--- config.mk ---
export PLATFORM = sky130hd
export DESIGN_NAME = upc_loop_monitor
export DESIGN_NICKNAME = d
export VERILOG_FILES = /design/src/rtl/upc_monitor_pkg.sv /design/src/rtl/nodf_module_tracker.sv /design/src/rtl/upc_loop_monitor.sv
export SDC_FILE = /design/constraint.sdc
export NUM_CORES = 1
export LEC_CHECK = 0
export CAP_MARGIN = 25
export CORE_MARGIN = 4
export CORE_UTILIZATION = 48
export DETAILED_ROUTE_END_ITERATION = 8
export PLACE_DENSITY_LB_ADDON = 0.15
export SYNTH_ARGS = -nofsm -noshare
export SYNTH_HDL_FRONTEND = slang
export SYNTH_SLANG_ARGS = --single-unit
--- constraint.sdc ---
create_clock -name clock -period 2.5 [get_ports clock]
set_clock_uncertainty 0.15 [all_clocks]
set_input_delay 0.5 -clock clock [delete_from_list [all_inputs] [get_ports clock]]
set_output_delay 0.5 -clock clock [all_outputs]
set_load 0.01 [all_outputs]
--- src/rtl/upc_monitor_pkg.sv ---
// Shared types and helpers for the HLS loop/module activity monitors.
// Counters of any width up to MaxCntW use sat_inc for wrap-free increments.
package upc_monitor_pkg;

    localparam int unsigned MaxCntW = 64;

    typedef enum logic [1:0] {
        StIdle,
        StRun,
        StFrozen
    } mon_state_e;

    // Increment that sticks at the all-ones value of a width-bit counter.
    function automatic logic [MaxCntW-1:0] sat_inc(input logic [MaxCntW-1:0] value,
                                                   input int unsigned        width);
        logic [MaxCntW-1:0] ceiling;
        ceiling = (width >= MaxCntW) ? '1 : ((MaxCntW'(1) << width) - MaxCntW'(1));
        return (value >= ceiling) ? value : value + MaxCntW'(1);
    endfunction

endpackage

--- src/rtl/nodf_module_tracker.sv ---
// Start/done handshake tracker: owns the IDLE/RUN/FROZEN state, invocation
// count, busy-cycle count and per-invocation latency. Reusable for non-loop blocks.
module nodf_module_tracker
    import upc_monitor_pkg::*;
#(
    parameter int unsigned CNT_W = 32
) (
    input  logic             clock,
    input  logic             reset,
    input  logic             start,
    input  logic             close_req,
    input  logic             finish,
    output logic             busy,
    output logic             done_pulse,
    output logic             frozen,
    output logic             start_ev,
    output logic             close_ev,
    output logic [CNT_W-1:0] invocation_count,
    output logic [CNT_W-1:0] active_cycles,
    output logic [CNT_W-1:0] last_latency
);

    function automatic logic [CNT_W-1:0] inc(input logic [CNT_W-1:0] v);
        return CNT_W'(sat_inc(MaxCntW'(v), CNT_W));
    endfunction

    mon_state_e       state_q, state_d;
    logic             done_q, done_d;
    logic [CNT_W-1:0] inv_q, inv_d;
    logic [CNT_W-1:0] act_q, act_d;
    logic [CNT_W-1:0] lat_q, lat_d;
    logic [CNT_W-1:0] last_lat_q, last_lat_d;

    always_comb begin
        state_d    = state_q;
        done_d     = 1'b0;
        inv_d      = inv_q;
        act_d      = act_q;
        lat_d      = lat_q;
        last_lat_d = last_lat_q;
        start_ev   = 1'b0;
        close_ev   = 1'b0;
        if (finish) begin
            state_d = StFrozen;
        end else begin
            unique case (state_q)
                StIdle: begin
                    if (start) begin
                        start_ev = 1'b1;
                        state_d  = StRun;
                        inv_d    = inc(inv_q);
                        lat_d    = CNT_W'(1);
                    end
                end
                StRun: begin
                    act_d = inc(act_q);
                    lat_d = inc(lat_q);
                    if (close_req) begin
                        // Latency includes the closing cycle itself.
                        close_ev   = 1'b1;
                        done_d     = 1'b1;
                        last_lat_d = inc(lat_q);
                        if (start) begin
                            start_ev = 1'b1;
                            inv_d    = inc(inv_q);
                            lat_d    = CNT_W'(1);
                        end else begin
                            state_d = StIdle;
                        end
                    end
                end
                default: ;
            endcase
        end
    end

    always_ff @(posedge clock) begin
        if (reset) begin
            state_q    <= StIdle;
            done_q     <= 1'b0;
            inv_q      <= '0;
            act_q      <= '0;
            lat_q      <= '0;
            last_lat_q <= '0;
        end else begin
            state_q    <= state_d;
            done_q     <= done_d;
            inv_q      <= inv_d;
            act_q      <= act_d;
            lat_q      <= lat_d;
            last_lat_q <= last_lat_d;
        end
    end

    assign busy             = (state_q == StRun);
    assign frozen           = (state_q == StFrozen);
    assign done_pulse       = done_q;
    assign invocation_count = inv_q;
    assign active_cycles    = act_q;
    assign last_latency     = last_lat_q;

endmodule

--- src/rtl/upc_loop_monitor.sv ---
// Non-intrusive monitor for one HLS pipelined loop: adds FSM state matching,
// iteration, and stall counting on top of the generic handshake tracker.
module upc_loop_monitor
    import upc_monitor_pkg::*;
#(
    parameter int unsigned STATE_W = 1,
    parameter int unsigned CNT_W   = 32
) (
    input  logic               clock,
    input  logic               reset,
    input  logic [STATE_W-1:0] cur_state,
    input  logic [STATE_W-1:0] iter_start_state,
    input  logic [STATE_W-1:0] iter_end_state,
    input  logic [STATE_W-1:0] quit_state,
    input  logic               iter_start_block,
    input  logic               iter_end_block,
    input  logic               quit_block,
    input  logic               iter_start_enable,
    input  logic               iter_end_enable,
    input  logic               quit_enable,
    input  logic               loop_start,
    input  logic               loop_ready,
    input  logic               loop_done,
    input  logic               loop_continue,
    input  logic               quit_at_end,
    input  logic               finish,
    output logic               busy,
    output logic               done_pulse,
    output logic               frozen,
    output logic [CNT_W-1:0]   invocation_count,
    output logic [CNT_W-1:0]   iter_start_count,
    output logic [CNT_W-1:0]   iter_end_count,
    output logic [CNT_W-1:0]   stall_count,
    output logic [CNT_W-1:0]   active_cycles,
    output logic [CNT_W-1:0]   last_latency,
    output logic [CNT_W-1:0]   last_iters
);

    function automatic logic [CNT_W-1:0] inc(input logic [CNT_W-1:0] v);
        return CNT_W'(sat_inc(MaxCntW'(v), CNT_W));
    endfunction

    // loop_ready is informational only.
    logic unused_loop_ready;
    assign unused_loop_ready = loop_ready;

    logic match_start, match_end, match_quit;
    logic istart, iend, quit, stall, close_req;
    logic start_ev, close_ev;

    assign match_start = |(cur_state & iter_start_state);
    assign match_end   = |(cur_state & iter_end_state);
    assign match_quit  = |(cur_state & quit_state);

    assign istart    = busy & match_start & iter_start_enable & ~iter_start_block;
    assign iend      = busy & match_end & iter_end_enable & ~iter_end_block;
    assign quit      = busy & match_quit & quit_enable & ~quit_block;
    assign stall     = busy & match_start & iter_start_block;
    assign close_req = loop_continue & (quit_at_end ? loop_done : quit);

    nodf_module_tracker #(
        .CNT_W(CNT_W)
    ) u_tracker (
        .clock           (clock),
        .reset           (reset),
        .start           (loop_start),
        .close_req       (close_req),
        .finish          (finish),
        .busy            (busy),
        .done_pulse      (done_pulse),
        .frozen          (frozen),
        .start_ev        (start_ev),
        .close_ev        (close_ev),
        .invocation_count(invocation_count),
        .active_cycles   (active_cycles),
        .last_latency    (last_latency)
    );

    logic [CNT_W-1:0] istart_q, istart_d;
    logic [CNT_W-1:0] iend_q, iend_d;
    logic [CNT_W-1:0] stall_q, stall_d;
    logic [CNT_W-1:0] iter_q, iter_d;
    logic [CNT_W-1:0] last_iters_q, last_iters_d;
    logic [CNT_W-1:0] iter_cur;

    always_comb begin
        istart_d     = istart_q;
        iend_d       = iend_q;
        stall_d      = stall_q;
        iter_d       = iter_q;
        last_iters_d = last_iters_q;
        iter_cur     = iend ? inc(iter_q) : iter_q;
        if (!finish) begin
            if (istart) istart_d = inc(istart_q);
            if (iend)   iend_d   = inc(iend_q);
            if (stall)  stall_d  = inc(stall_q);
            iter_d = iter_cur;
        end
        // A same-cycle IEND belongs to the invocation being closed.
        if (close_ev) last_iters_d = iter_cur;
        if (start_ev) iter_d = '0;
    end

    always_ff @(posedge clock) begin
        if (reset) begin
            istart_q     <= '0;
            iend_q       <= '0;
            stall_q      <= '0;
            iter_q       <= '0;
            last_iters_q <= '0;
        end else begin
            istart_q     <= istart_d;
            iend_q       <= iend_d;
            stall_q      <= stall_d;
            iter_q       <= iter_d;
            last_iters_q <= last_iters_d;
        end
    end

    assign iter_start_count = istart_q;
    assign iter_end_count   = iend_q;
    assign stall_count      = stall_q;
    assign last_iters       = last_iters_q;

endmodule

==> impl_metrics.yaml, run 1 <==
floorplan:
  core_mm2: 0.0289
  ios: 245
  die_x_um: 180
  num_rows: 62
  die_h_um: 180
  start_util_pct: 48.9
  fp.dieArea_mm2: 0.0323
synth:
  synth_ff_type: "dfxtp_1"
  synthTopCellsByCount: "dfxtp_1 (291), nor2_1 (271), xnor2_1 (118)"
  syn_area_mm2: 0.0142
  synth-edff-count: 0
  ys_ff_latch: 291
  syn-num-nets: 1746
  synth.most_common_cell: "dfxtp_1"
  synth_area_leaders: "dfxtp_1 (41%), xnor2_1 (7.3%), nor2_1 (7.2%), xor2_1 (5.4%), nand3_1 (3.7%)"
  synth_cells: 1721
  ys_types: 65
  avgSynthCellArea_um2: 8.23
  yosysSeqAreaShare_pct: 41.1
  synthArstFlopShare_pct: 0
  yosysTopAreaCell: "dfxtp_1"
  yosysWarnings: 0
  yosys.area.top_type_share_pct: 41.1
placed_design:
  hpwlAfterDp_mm: 29.0
  finalWeightedCongestion: 0.888
  io_buffers: 243
power:
  p_comb_share_pct: 2.7
  total_power_mw: 9.82
  vdd_drop_max_v: 0.000379
  leakagePower_nw: 6.47
  switching_share_pct: 21.5
  p_per_area_mw_per_mm2: 506
  clockPowerShare_pct: 49.9
  power_frac_seq_pct: 47.4
  power.switching_mw: 2.11
  p_int_mw: 7.71
clock_tree:
  cts-root-buf: "clkbuf_16"
  h-tree-depth: 2
  hold_buffers: 0
  clkSlewWorstSetupHoldPaths_ns: 0.06
  cts_buffers: 34
  clock_path_buffers: 3
  numClockSinks: 291
  cts_tree: "built"
  clock_latency_ns: 0.51
global_routing:
  track_usage_pct: 23.7
  grt.overflow.total: 0
  grt_pass1_vias: 13500
  antenna_found_initial: 0
  grt_first_pass_wirelength_mm: 66.4
  grt_max_degree: 72
worst_setup_path:
  r2r-start: "iter_q[1]"
  crit_fanout: 6
  r2r_slack_ns: 0.05
  cp-end-kind: "flop"
  reg2reg_to: "last_iters[14]"
  crit_type: "reg -> reg"
  cp.required_ns: 2.72
  r2r.worst_path.cells: 9
  start_kind: "flop"
  cp.arrival_ns: 2.67
drt:
  remaining_drc_errors: 0
  drtIter0Drc: 785
  drtAntennaViolNets: 0
  dr.pass1.iters: 5
  wl_per_cell_um: 16.2
  route.vias.total: 13900
  viasPerCell: 5.55
  drt-total-wl_mm: 40.4
timing:
  min_period_over_period_pct: 98.1
  holdWs_ns: 0.310
  max_freq_ghz: 0.408
  relSlewSlack_pct: 51.2
  fin_setup_tns_ns: 0
  final_max_slew_viol_count: 0
  tightestPinTransition_ns: 0.726
  rsz0062_at_grt: "yes"
  finalHoldViolations: 0
  period_needed_ns: 2.45
  setup_viol_count_final: 0
worst_hold_path:
  min_path_type: "reg -> reg"
  min_path_cells: 2
  worstHoldStart: "u_tracker.last_latency[0]"
  holdPathEnd: "u_tracker.last_latency[0]"
job:
  cap_viol_max_count: 0
layout:
  fin_nets: 2119
  drive_above_1_share_pct: 13.3
  area_growth_pct: 37.2
  antenna_cells: 0
status:
  status: "finished, final reports clean"
==> power by group through the flow <==
stage               combinational, mW  sequential [mW]  clock [mW]
finish                          0.266             4.66        4.90
global route                    0.286             4.66        5.20
CTS                             0.265             4.66        4.99
detailed placement              0.264             4.76           0
global placement                0.263             4.76           0
floorplan                       0.126             4.76           0
==> worst max-delay path, cell delays in order, from the launching register on <==
cell and delay, ns:
dfxtp_1 0.34, ha_2 0.21, nand3_2 0.09, or4_4 0.47
nor4_4 0.31, buf_6 0.18, buf_8 0.12, nor4_1 0.05
xnor2_1 0.26, a211oi_1 0.12
==> cell families (layout without fill, tap and decap cells) <==
kind of cell | Yosys count | in the layout | share of synthesized area [%]
AOI/OAI and AO/OA | 249 | 249 | 11.1
xor gates and xnor gates | 206 | 206 | 12.7
adders and majority gates | 7 | 7 | 0.619
buffers and inverters | 113 | 509 | 3.20
DFF | 291 | 291 | 41.1
muxes | 9 | 9 | 0.645
and+or+nand+nor | 846 | 846 | 30.6
==> registers in the layout, indices dropped and copies added, names as in the netlist <==
name	cells
u_tracker.lat_q	32
last_iters	32
u_tracker.done_pulse	1
u_tracker.last_latency	32
iter_q	32
u_tracker.invocation_count	32
iter_start_count	32
stall_count	32
iter_end_count	32
u_tracker.active_cycles	32
u_tracker.state_q	2
==> cell type report <==
| type | count | area [um^2] |
|---|---|---|
| fill | 2431 | 9500 |
| tap | 384 | 480 |
| multi-input combinational | 1317 | 7970 |
| timing repair buffer | 429 | 3960 |
| inverter | 21 | 78.8 |
| clock inverter | 11 | 86.3 |
| sequential | 291 | 5830 |
| clock buffer | 48 | 1030 |
==> metrics by stage <==
step	instance area, um^2	cells	utilization [%]	setup slack [ns]
after floorplan	14200	1721	-	0.00905
after global placement	18100	2430	62.6	-0.551
after detailed placement	18100	2430	62.6	-0.546
after CTS	19200	2489	66.5	-0.0235
after global routing	19400	2501	67.2	-0.0462
final	19400	2501	67.2	0.0486
==> metal layers <==
| metal | share of wire [%] | global-route usage [%] | up-vias |
|---|---|---|---|
| met2 | 47 | 40.2 | 366 |
| met3 | 6.9 | 6.45 | 71 |
| met4 | 2.8 | 6.86 | 0 |
| met1 | 43 | 29.6 | 6554 |
| met5 | 0 | 0 | - |
| li1 | - | - | 6900 |
==> timing repair <==
action,4_1_cts,5_1_grt
endpoints found under the setup margin,3,50
pin swaps,0,10
resized for setup,1,28
setup buffers,0,8
cloned,0,4
==> placed cells by master (no fill, tap or decap), types with 38 or more instances in the layout <==
cell	n
nand3_1	102
o21ai_0	59
a21oi_1	71
buf_4	175
xor2_1	88
a211oi_1	66
nand2_1	109
dfxtp_1	289
nand4_1	75
or3_1	54
xnor2_1	118
nor3_1	79
nor2_1	270
clkdlybuf4s50_1	240
clkbuf_16	38
==> worst max path at each step <==
stage | startpoint | slack, ns | end | depth (start not counted)
2_1_floorplan | stall_count[0] | 0.009 | stall_count[4] | 9
3_3_place_gp | cur_state | -0.55 | iter_end_count[27] | 8
3_5_place_dp | cur_state | -0.55 | iter_end_count[27] | 8
4_1_cts | u_tracker.state_q[1] | -0.02 | frozen | 2
5_1_grt | iter_q[1] | -0.05 | iter_q[30] | 10
6_report | iter_q[1] | 0.05 | last_iters[14] | 9
No activity file was read; power rests on OpenSTA's default activity.
==> run 2: changes to the inputs <==
- CORE_UTILIZATION: 48 -> 58
- DONT_BUFFER_PORTS: unset -> 1
==> run 2 against run 1 <==
  * The run now ends with hold timing left
  * Via count down 7.4%
  * Routed wire length down 8.1%
  * Global-route usage up 2.4 points
  * Clock-buffer cell count down 7
  * Non-clock buffer count down 263
  * First-iteration DRC count up 16%
  * Largest cell class unchanged
==> impl_metrics.yaml, run 2 (synthesis results as in run 1) <==
drt:
  drtAntennaViolNets: 0
  drt-total-wl_mm: 37.2
  remaining_drc_errors: 0
  dr.pass1.iters: 5
  drtIter0Drc: 910
  wl_per_cell_um: 17.1
  route.vias.total: 12900
  viasPerCell: 5.93
timing:
  relSlewSlack_pct: 58.0
  max_freq_ghz: 0.408
  min_period_over_period_pct: 98.0
  holdWs_ns: -0.136
  rsz0062_at_grt: "yes"
  fin_setup_tns_ns: 0
  period_needed_ns: 2.45
  finalHoldViolations: 41
  setup_viol_count_final: 0
  final_max_slew_viol_count: 0
  tightestPinTransition_ns: 0.628
global_routing:
  antenna_found_initial: 0
  grt.overflow.total: 0
  grt_first_pass_wirelength_mm: 59.2
  grt_max_degree: 264
  track_usage_pct: 26.1
  grt_pass1_vias: 11900
floorplan:
  die_x_um: 164
  core_mm2: 0.0238
  fp.dieArea_mm2: 0.0270
  num_rows: 56
  ios: 245
  die_h_um: 164
  start_util_pct: 59.6
worst_setup_path:
  reg2reg_to: "last_iters[5]"
  critPathTopFamily: "simple AND/OR/NAND/NOR gates"
  r2r-start: "iter_q[1]"
  cpPeakStageDelay_ns: 0.57
  cp-end-kind: "flop"
  cp.arrival_ns: 2.72
  r2r.worst_path.cells: 7
  r2r_slack_ns: 0.05
  crit_fanout: 10
  cp_num_buf_inv: 0
  path_common_cell: "or4_4"
  crit_type: "reg -> reg"
  worstPathCellList: "ha_2, nand3_2, or4_4, or4_4, nand3_1, xor2_1, a211oi_2"
  crit_slowest_cell: "or4_4"
  cp.required_ns: 2.77
  start_kind: "flop"
clock_tree:
  numClockSinks: 291
  cts_tree: "built"
  clock_latency_ns: 0.55
  clock_path_buffers: 3
  cts-root-buf: "clkbuf_16"
  clkSlewWorstSetupHoldPaths_ns: 0.06
  cts_buffers: 30
  h-tree-depth: 1
worst_hold_path:
  min_path_type: "in -> reg"
  min_path_cells: 1
  worstHoldStart: "reset"
  holdPathEnd: "u_tracker.lat_q[7]"
power:
  leakagePower_nw: 5.51
  p_per_area_mw_per_mm2: 556
  total_power_mw: 9.35
  vdd_drop_max_v: 0.000565
placed_design:
  hpwlAfterDp_mm: 25.7
  io_buffers: 0
  finalWeightedCongestion: 0.879
layout:
  drive_above_1_share_pct: 15.1
  final_common_cell: "dfxtp_1"
  regArea_mm2: 0.00584
  multi_input_area_mm2: 0.00809
  layout_common_cells: "dfxtp_1 (277), nor2_1 (266), buf_4 (145)"
  fillers: 1869
  area_growth_pct: 18.9
  fin_nets: 1852
status:
  status: "complete, but fails checks"
  violations: "hold timing"
job:
  cap_viol_max_count: 0
run 2: cell types whose count changed in the layout (fill, tap and decap cells not counted), sizes merged:
| cell | previous run | this run |
|---|---|---|
| diode | 0 | 1 |
| dlygate4sd3 | 0 | 11 |
| bufinv | 1 | 3 |
| clkbuf | 50 | 43 |
| buf | 185 | 153 |
| clkdlybuf4s50 | 240 | 0 |
| clkinv | 9 | 7 |
| dlymetal6s2s | 2 | 0 |
run 2: repair_timing:
action | CTS | global route
pin swaps | 1 | 14
hold buffers | 10 | 1
gates cloned | 0 | 2
buffers inserted | 1 | 5
setup endpoints to repair | 11 | 94
endpoints found under the hold margin | 257 | 246
gates resized for setup | 4 | 51
run 2: power breakdown:
group / total (mW) / switching, mW / internal (mW)
Combinational: 0.124 / 0.0774 / 0.0471
Sequential: 4.66 / 0.0136 / 4.65
Clock: 4.57 / 1.83 / 2.73
run 2: cell type report:
class | count | area share, %
Sequential cell | 291 | 34.7
Inverter | 21 | 0.468
Multi-Input combinational cell | 1317 | 48.1
Clock buffer | 41 | 5.18
Clock inverter | 11 | 0.877
Antenna cell | 1 | 0.0149
Tap cell | 319 | 2.37
Timing Repair Buffer | 166 | 8.32
run 2: metrics by stage:
stage,hold slack [ns],setup slack [ns],instance area [um^2],utilization (%),std cells
after floorplan,0.322,0.00905,14200,-,1721
after global placement,0.332,0.00260,15400,64.8,2095
after detailed placement,0.342,-0.0412,15400,64.8,2095
after CTS,-0.137,0.0298,16600,69.7,2158
after global routing,-0.155,-0.0694,16800,70.9,2166
final,-0.136,0.0511,16800,70.9,2167
run 2: worst max-delay path by stage:
stage | startpoint | end | depth (start not counted)
2_1_floorplan | stall_count[0] | stall_count[4] | 9
3_3_place_gp | finish | u_tracker.invocation_count[31] | 6
3_5_place_dp | u_tracker.state_q[0] | u_tracker.invocation_count[31] | 6
4_1_cts | u_tracker.state_q[0] | iter_start_count[16] | 8
5_1_grt | iter_q[1] | last_iters[14] | 9
6_report | iter_q[1] | last_iters[5] | 7
run 2: per-layer routing:
layer,routed length [um],part of all wire (%),up-vias,GRT usage (%)
met5,0,0,-,0
met4,911,2.5,0,6.94
met3,2970,8.0,53,7.48
met2,17900,48,403,44.0
met1,15400,41,6055,32.8
li1,-,-,6350,-
==> run 3: changes to the inputs <==
- CAP_MARGIN: 25 -> 20
==> results of run 3 <==
No change in the layout: final DEF, timing and power equal those of run 2.
